**config.mk**
```make
export PLATFORM = sky130hd
export DESIGN_NAME = serial_to_parallel
export DESIGN_NICKNAME = d
export VERILOG_FILES = /design/src/rtl/serial_to_parallel_pkg.sv /design/src/rtl/s2p_gap_timer.sv /design/src/rtl/serial_to_parallel.sv
export SDC_FILE = /design/constraint.sdc
export NUM_CORES = 1
export LEC_CHECK = 0
export ABC_AREA = 1
export BUFFER_PORTS_ARGS = -buffer_cell sky130_fd_sc_hd__buf_2
export CAP_MARGIN = 20
export CORE_UTILIZATION = 40
export CTS_BUF_LIST = sky130_fd_sc_hd__clkbuf_4 sky130_fd_sc_hd__clkbuf_8
export CTS_CLUSTER_SIZE = 20
export DETAILED_ROUTE_END_ITERATION = 8
export HOLD_SLACK_MARGIN = 0.02
export PLACE_DENSITY_LB_ADDON = 0.25
export SYNTH_ARGS = -nofsm -noshare
export SYNTH_HDL_FRONTEND = slang
export SYNTH_SLANG_ARGS = --single-unit
export TNS_END_PERCENT = 100
```
**constraint.sdc**
```tcl
create_clock -name iCE_CLK -period 2.4 [get_ports iCE_CLK]
set_input_delay 0.36 -clock iCE_CLK [delete_from_list [all_inputs] [get_ports iCE_CLK]]
set_output_delay 0.36 -clock iCE_CLK [all_outputs]
set_load 0.03 [all_outputs]
```
**src/rtl/serial_to_parallel_pkg.sv**
```systemverilog
// ============================================================================
// serial_to_parallel_pkg : shared state encoding and word-geometry helper
// Rev 1.0 : initial release
// ============================================================================
`default_nettype none

package serial_to_parallel_pkg;

  typedef enum logic {
    S2P_COLLECT = 1'b0,
    S2P_FULL    = 1'b1
  } s2p_state_e;

  function automatic int bytes_per_word(input int n);
    return n / 8;
  endfunction

endpackage

`default_nettype wire

```
**src/rtl/s2p_gap_timer.sv**
```systemverilog
// ============================================================================
// s2p_gap_timer : inter-byte gap counter with single-cycle expiry indication
// Rev 1.0 : initial release
// ============================================================================
`default_nettype none

module s2p_gap_timer #(
  parameter int TIMEOUT = 1_000_000
) (
  input  logic clk,
  input  logic rst_n,
  input  logic run_i,
  input  logic clear_i,
  output logic expire_o
);

  localparam int GW = (TIMEOUT > 1) ? $clog2(TIMEOUT) : 1;
  localparam logic [GW-1:0] LAST = GW'(TIMEOUT - 1);

  logic [GW-1:0] gap_q;
  logic [GW-1:0] gap_d;

  // An arriving byte beats a coincident expiry.
  assign expire_o = run_i && !clear_i && (gap_q == LAST);

  always_comb begin
    gap_d = gap_q + 1'b1;
    if (!run_i || clear_i || expire_o) begin
      gap_d = '0;
    end
  end

  always_ff @(posedge clk) begin
    if (!rst_n) begin
      gap_q <= '0;
    end else begin
      gap_q <= gap_d;
    end
  end

endmodule

`default_nettype wire

```
**src/rtl/serial_to_parallel.sv**
```systemverilog
// ============================================================================
// serial_to_parallel : little-endian byte-to-word assembler, valid/ready out
// Optional inter-byte timeout enabled by macro S2P_TIMEOUT_EN. Rev 1.0
// ============================================================================
`default_nettype none

module serial_to_parallel
  import serial_to_parallel_pkg::*;
#(
  parameter int N       = 32,
  parameter int CNT_W   = 3,
  parameter int TIMEOUT = 1_000_000
) (
  input  logic         iCE_CLK,
  input  logic         rst_n,
  input  logic         rx_valid,
  input  logic [7:0]   rx_byte,
  input  logic         word_ready,
  output logic [N-1:0] word,
  output logic         word_valid,
  output logic         overrun,
  output logic         timeout_err
);

  localparam int BYTES_PER_WORD = bytes_per_word(N);
  localparam logic [CNT_W-1:0] LAST_CNT = CNT_W'(BYTES_PER_WORD);

  s2p_state_e       state_q, state_d;
  logic [CNT_W-1:0] cnt_q, cnt_d;
  logic [N-1:0]     word_q, word_d;
  logic             overrun_q, overrun_d;
  logic             wr_en;
  logic [CNT_W-1:0] wr_idx;
  logic [CNT_W-1:0] wr_cnt;
  logic             gap_expire;

`ifdef S2P_TIMEOUT_EN
  logic gap_run;
  logic timeout_err_q;

  assign gap_run = (state_q == S2P_COLLECT) && (cnt_q != '0);

  s2p_gap_timer #(
    .TIMEOUT (TIMEOUT)
  ) u_gap_timer (
    .clk      (iCE_CLK),
    .rst_n    (rst_n),
    .run_i    (gap_run),
    .clear_i  (rx_valid),
    .expire_o (gap_expire)
  );

  always_ff @(posedge iCE_CLK) begin
    if (!rst_n) begin
      timeout_err_q <= 1'b0;
    end else begin
      timeout_err_q <= gap_expire;
    end
  end

  assign timeout_err = timeout_err_q;
`else
  assign gap_expire  = 1'b0;
  assign timeout_err = 1'b0;
`endif

  assign wr_cnt = wr_idx + 1'b1;

  always_comb begin
    state_d   = state_q;
    cnt_d     = cnt_q;
    word_d    = word_q;
    overrun_d = overrun_q;
    wr_en     = 1'b0;
    wr_idx    = cnt_q;

    if (state_q == S2P_COLLECT) begin
      if (rx_valid) begin
        wr_en = 1'b1;
      end else if (gap_expire) begin
        cnt_d = '0;
      end
    end else begin
      if (word_ready) begin
        cnt_d   = '0;
        state_d = S2P_COLLECT;
        // A byte arriving on the handshake edge starts the next word.
        if (rx_valid) begin
          wr_en  = 1'b1;
          wr_idx = '0;
        end
      end else if (rx_valid) begin
        overrun_d = 1'b1;
      end
    end

    if (wr_en) begin
      for (int b = 0; b < BYTES_PER_WORD; b++) begin
        if (wr_idx == CNT_W'(b)) begin
          word_d[8*b +: 8] = rx_byte;
        end
      end
      cnt_d   = wr_cnt;
      state_d = (wr_cnt == LAST_CNT) ? S2P_FULL : S2P_COLLECT;
    end
  end

  always_ff @(posedge iCE_CLK) begin
    if (!rst_n) begin
      state_q   <= S2P_COLLECT;
      cnt_q     <= '0;
      word_q    <= '0;
      overrun_q <= 1'b0;
    end else begin
      state_q   <= state_d;
      cnt_q     <= cnt_d;
      word_q    <= word_d;
      overrun_q <= overrun_d;
    end
  end

  assign word       = word_q;
  assign word_valid = (state_q == S2P_FULL);
  assign overrun    = overrun_q;

endmodule

`default_nettype wire

```
Word-level counts from Yosys, hierarchy flattened

Index checks and enable logic that the tools add are counted.

Word-level logic and storage cells: 35
Output and inout port bits: 35
Input bits: 12
Bits in registers: 37

Add/subtract/negate cells: 1
Eq/ne operators: 4
Bitwise logic cells: 1
Multiplexer cells: 13
Reductions and logical operators: 9

Operators with widths:

| cell                                                 | number |
|---|---|
| two-way mux 3 bit                                    | 6 |
| AND reduction 2 bit                                  | 5 |
| two-way mux 1 bit                                    | 7 |
| equality test 3 x 2 -> 1 bit (second input constant) | 2 |
| nonzero test 2 bit                                   | 2 |
| adder 3 x 1 -> 3 bit (second input constant)         | 1 |
| equality test 3 x 1 -> 1 bit (second input constant) | 1 |
| equality test 3 bit (second input constant)          | 1 |
| zero test 3 bit                                      | 1 |
| AND reduction 3 bit                                  | 1 |
| inverter 1 bit                                       | 1 |

Logic depth before layout (Yosys ltp)

Depth in word-level cells: 7
Mapped depth: 8
Gate-level depth less buffers: 7

Least setup slack after synthesis

Ideal clock, no wire load.

Path kind: reg2reg
Start point: register state_q, in the netlist word_valid
End point: register word_q[27], in the netlist word[27]
Clock period less this slack: 1,693 ps
Path buffers: 1
Data arrival time: 1,560 ps
Setup time: 132 ps
Data required time: 2,268 ps
Stages on the path, launching flop included: 8
Path slack: 707 ps
Cell sequence: dfxtp_1 -> nand3_4 -> nand2_2 -> ha_1 -> clkbuf_1 -> nand2_1 -> nand2_1 -> a21oi_1

Cells in the longest elaborated chain, start to end: 3
Elaborated cells on any way between the ends: 4
Those cells by class: eq/ne: 1; mux: 2; reduce/logical: 1

RTL lines:

| what                              | RTL line                  | source |
|---|---|---|
| start, declared                   | serial_to_parallel.sv:28  | `s2p_state_e state_q, state_d;` |
| start signal, assigned            | serial_to_parallel.sv:115 | `state_q <= state_d;` |
| two-way mux 3 bit                 | serial_to_parallel.sv:77  | `if (state_q == S2P_COLLECT) begin` |
| equality test 3 x 2 -> 1 bit      | serial_to_parallel.sv:99  | `if (wr_idx == CNT_W'(b)) begin` |
| AND reduction 2 bit (no line) (*) | -                         |  |
| end signal, assigned              | serial_to_parallel.sv:117 | `word_q <= word_d;` |
| end, declared                     | serial_to_parallel.sv:30  | `logic [N-1:0] word_q, word_d;` |

Every way passes the cells marked *; elsewhere a longest branch is shown, timed or not.
A chain may end at the register's enable or synchronous reset.

Worst setup path in the final report

Start point: register state_q, in the netlist word_valid
End point: register word_q[26], in the netlist word[26]

The elaborated chain is that of the path after synthesis.

==> results by group <==
Run status
  – Status: completed

CTS
  – TritonCTS clock tree: built
  – Clk_lat worst skew: 0.28 ns
  – CTS buffer count: 5
  – H-tree Lvls: 2
  – Clk buf depth: 2
  – CTS clock-pin slew for the worst setup and hold paths: 0.07 ns
  – CTS Hold Bufs: 0
  – Resized Gates After CTS: 0
  – Num Clock Sinks: 37
  – Root buffer cell: clkbuf_8
  – Setup repair bufs after CTS: 0

Pwr
  – Maximum VDD drop: 0.4248 mV
  – Leak: 0.9089 nW
  – Post-layout total power: 1.303 mW
  – PwrDens: 685.4 nW/um2

Floorplanning
  – Initial Utilization: 42.36%
  – Row cnt: 22
  – Core ar.: 3716 um2
  – Chip height: 64.73 um
  – Full die area: 4190 um2
  – Die Wd: 64.73 um
  – I/O pins: 47

Cells and area
  – Fill count: 398
  – Ant. Diodes: 0
  – Layout area overhead: 20.75%
  – Final nets: 273
  – Layout cells sized above 1: 25.00%

Min path
  – Hold wc startpoint: rx_byte[0]
  – HP Class: in -> reg

Yosys
  – Synth top cells by count: 43 x nand2_1, 42 x nor2_1, 37 x dfxtp_1, 35 x nand3_1, 21 x a21oi_1
  – Most common cell in the netlist: nand2_1
  – Synth area leaders: dfxtp_1 47%, nand3_1 11%, nand2_1 10%
  – Syn_nets: 231
  – Number of synthesized flops with an enable pin: 0
  – Top_reg_cell synth: dfxtp_1
  – Synth Register Bits: 37
  – Netlist cell types: 17
  – Post-Syn Instances: 218
  – Area leader, netlist: dfxtp_1
  – Syn Area/Cell: 7.220 um2
  – Synth warnings: 0
  – Ys async rst share: 0%
  – Register area share after synthesis: 47.06%
  – Yosys top cell area share: 47.06%
  – Synth Cell Area: 1574 um2

Drt
  – Final Routed Wirelength: 3.449 mm
  – Avg WL per Cell: 11.20 um
  – Initial DRC count: 38
  – Vias/cell: 4.750
  – Drt pass-1 iters: 4
  – # DRC: 0
  – Via Count: 1463
  – Post-route ant nets: 0

Timing
  – Max-slew violation count: 0
  – Final Worst Setup Slack: 0.7175 ns
  – Peak Freq: 594.3 MHz
  – Actual slew at the worst max-slew pin: 0.6103 ns
  – Final hold viol count: 0
  – Setup TNS: 0 ns
  – Final setup fails: 0
  – Clk_skew: 0.004597 ns
  – Relative slew slack: 59.31%
  – Hold WS: 0.3594 ns
  – RSZ-0062 raised after global routing: no
  – Fin crit share: 70.11%
  – Fin crit period: 1.683 ns

Critical path
  – Critical path startpoint: word_valid
  – Arr. time, crit path: 1.83 ns
  – Critical path launch point type: register
  – CP max FO: 9
  – Worst Setup End Kind: register
  – Slowest stage delay, CP: 0.37 ns
  – R2r startpoint: word_valid
  – Most common cell on crit path: nand2_1
  – Slowest CP cell: dfxtp_1
  – Worst-path cell chain: nand3_4 > nand2_1 > nor2_1 > ha_1 > nand2_1 > nand2_1 > a21oi_1
  – FF-to-FF setup slack: 0.72 ns
  – WP data required: 2.55 ns
  – CP Class: reg -> reg

Placement
  – Placement Setup Slack: 0.5008 ns
  – I/O Buffers: 45
  – GPL Wtd Cong: 0.7477

GRT
  – Remaining Overflow, GRT: 0
  – Vias in the first global route: 1262
  – Largest net degree at the start of global routing: 33
  – Initial antenna violation count: 0
  – Total track usage: 17.81%
  – Global-route wire length before repair: 5.761 mm

Run
  – Max-cap violations: 0
report_power, final:
group	internal (mW)	total [mW]	switching (mW)
Sequential	0.642	0.657	0.0151
Clock	0.239	0.436	0.198
Combinational	0.0617	0.209	0.147
Total	0.943	1.30	0.360
layout make-up:
| type | instances | area [um2] | area share [%] |
|---|---|---|---|
| clock buffer | 7 | 90.09 | 4.740 |
| multi-input combinational | 153 | 705.7 | 37.13 |
| sequential | 37 | 740.7 | 38.97 |
| tap | 48 | 60.06 | 3.160 |
| timing repair buffer | 46 | 240.2 | 12.64 |
| inverter | 17 | 63.81 | 3.357 |
worst max-delay path, delay by kind of cell, from the launching register on:
family          cells  cell delay (ns)
fa+ha+maj           1             0.37
compound gates      1             0.06
flops               1             0.37
simple gates        5             0.75
metrics by stage:
stage          area, um2  cells  util [%]
6_report            1901    308     51.14
3_5_place_dp        1795    300     48.32
4_1_cts             1886    307     50.74
5_1_grt             1901    308     51.14
2_1_floorplan       1574    218         -
3_3_place_gp        1795    300     48.32
layout by cell type, fill, tap and decap left out:
cell type,instances
nand2_1,43
a21oi_1,21
clkbuf_4,1
nand3_4,1
nor2_1,42
inv_1,14
o21ai_2,2
conb_1,1
dfxtp_1,37
buf_8,1
nand3_1,35
buf_2,45
ha_1,1
o21a_1,1
nand2_2,4
nor2_4,2
inv_2,3
clkbuf_8,6
final timing paths:
path | endpoint | depth (start not counted)
worst min register to register | overrun | 2
worst max register to register | word[26] | 7
worst min-delay path | word[24] | 3
worst max-delay path | word[26] | 7
logic make-up (layout without fill, tap and decap cells):
group	after synthesis	in the layout	share of synthesized area [%]
compound gates	24	24	8.267
fa+ha+maj	1	1	0.7948
buf+inv	28	70	8.108
flops	37	37	47.06
other cells	1	1	0.2382
simple gates	127	127	35.53
routing by layer:
metal | up-vias | global-route usage (%) | wire [um]
li1 | 773 | - | -
met1 | 647 | 23.67 | 1647
met2 | 37 | 27.99 | 1606
met3 | 6 | 3.697 | 142
met4 | 0 | 6.944 | 52
met5 | - | 0 | 0
registers in the layout (all words and copies together), names as in the netlist:
name	cells
word	32
cnt_q	3
overrun	1
word_valid	1
No activity file was read; power rests on OpenSTA's default activity.
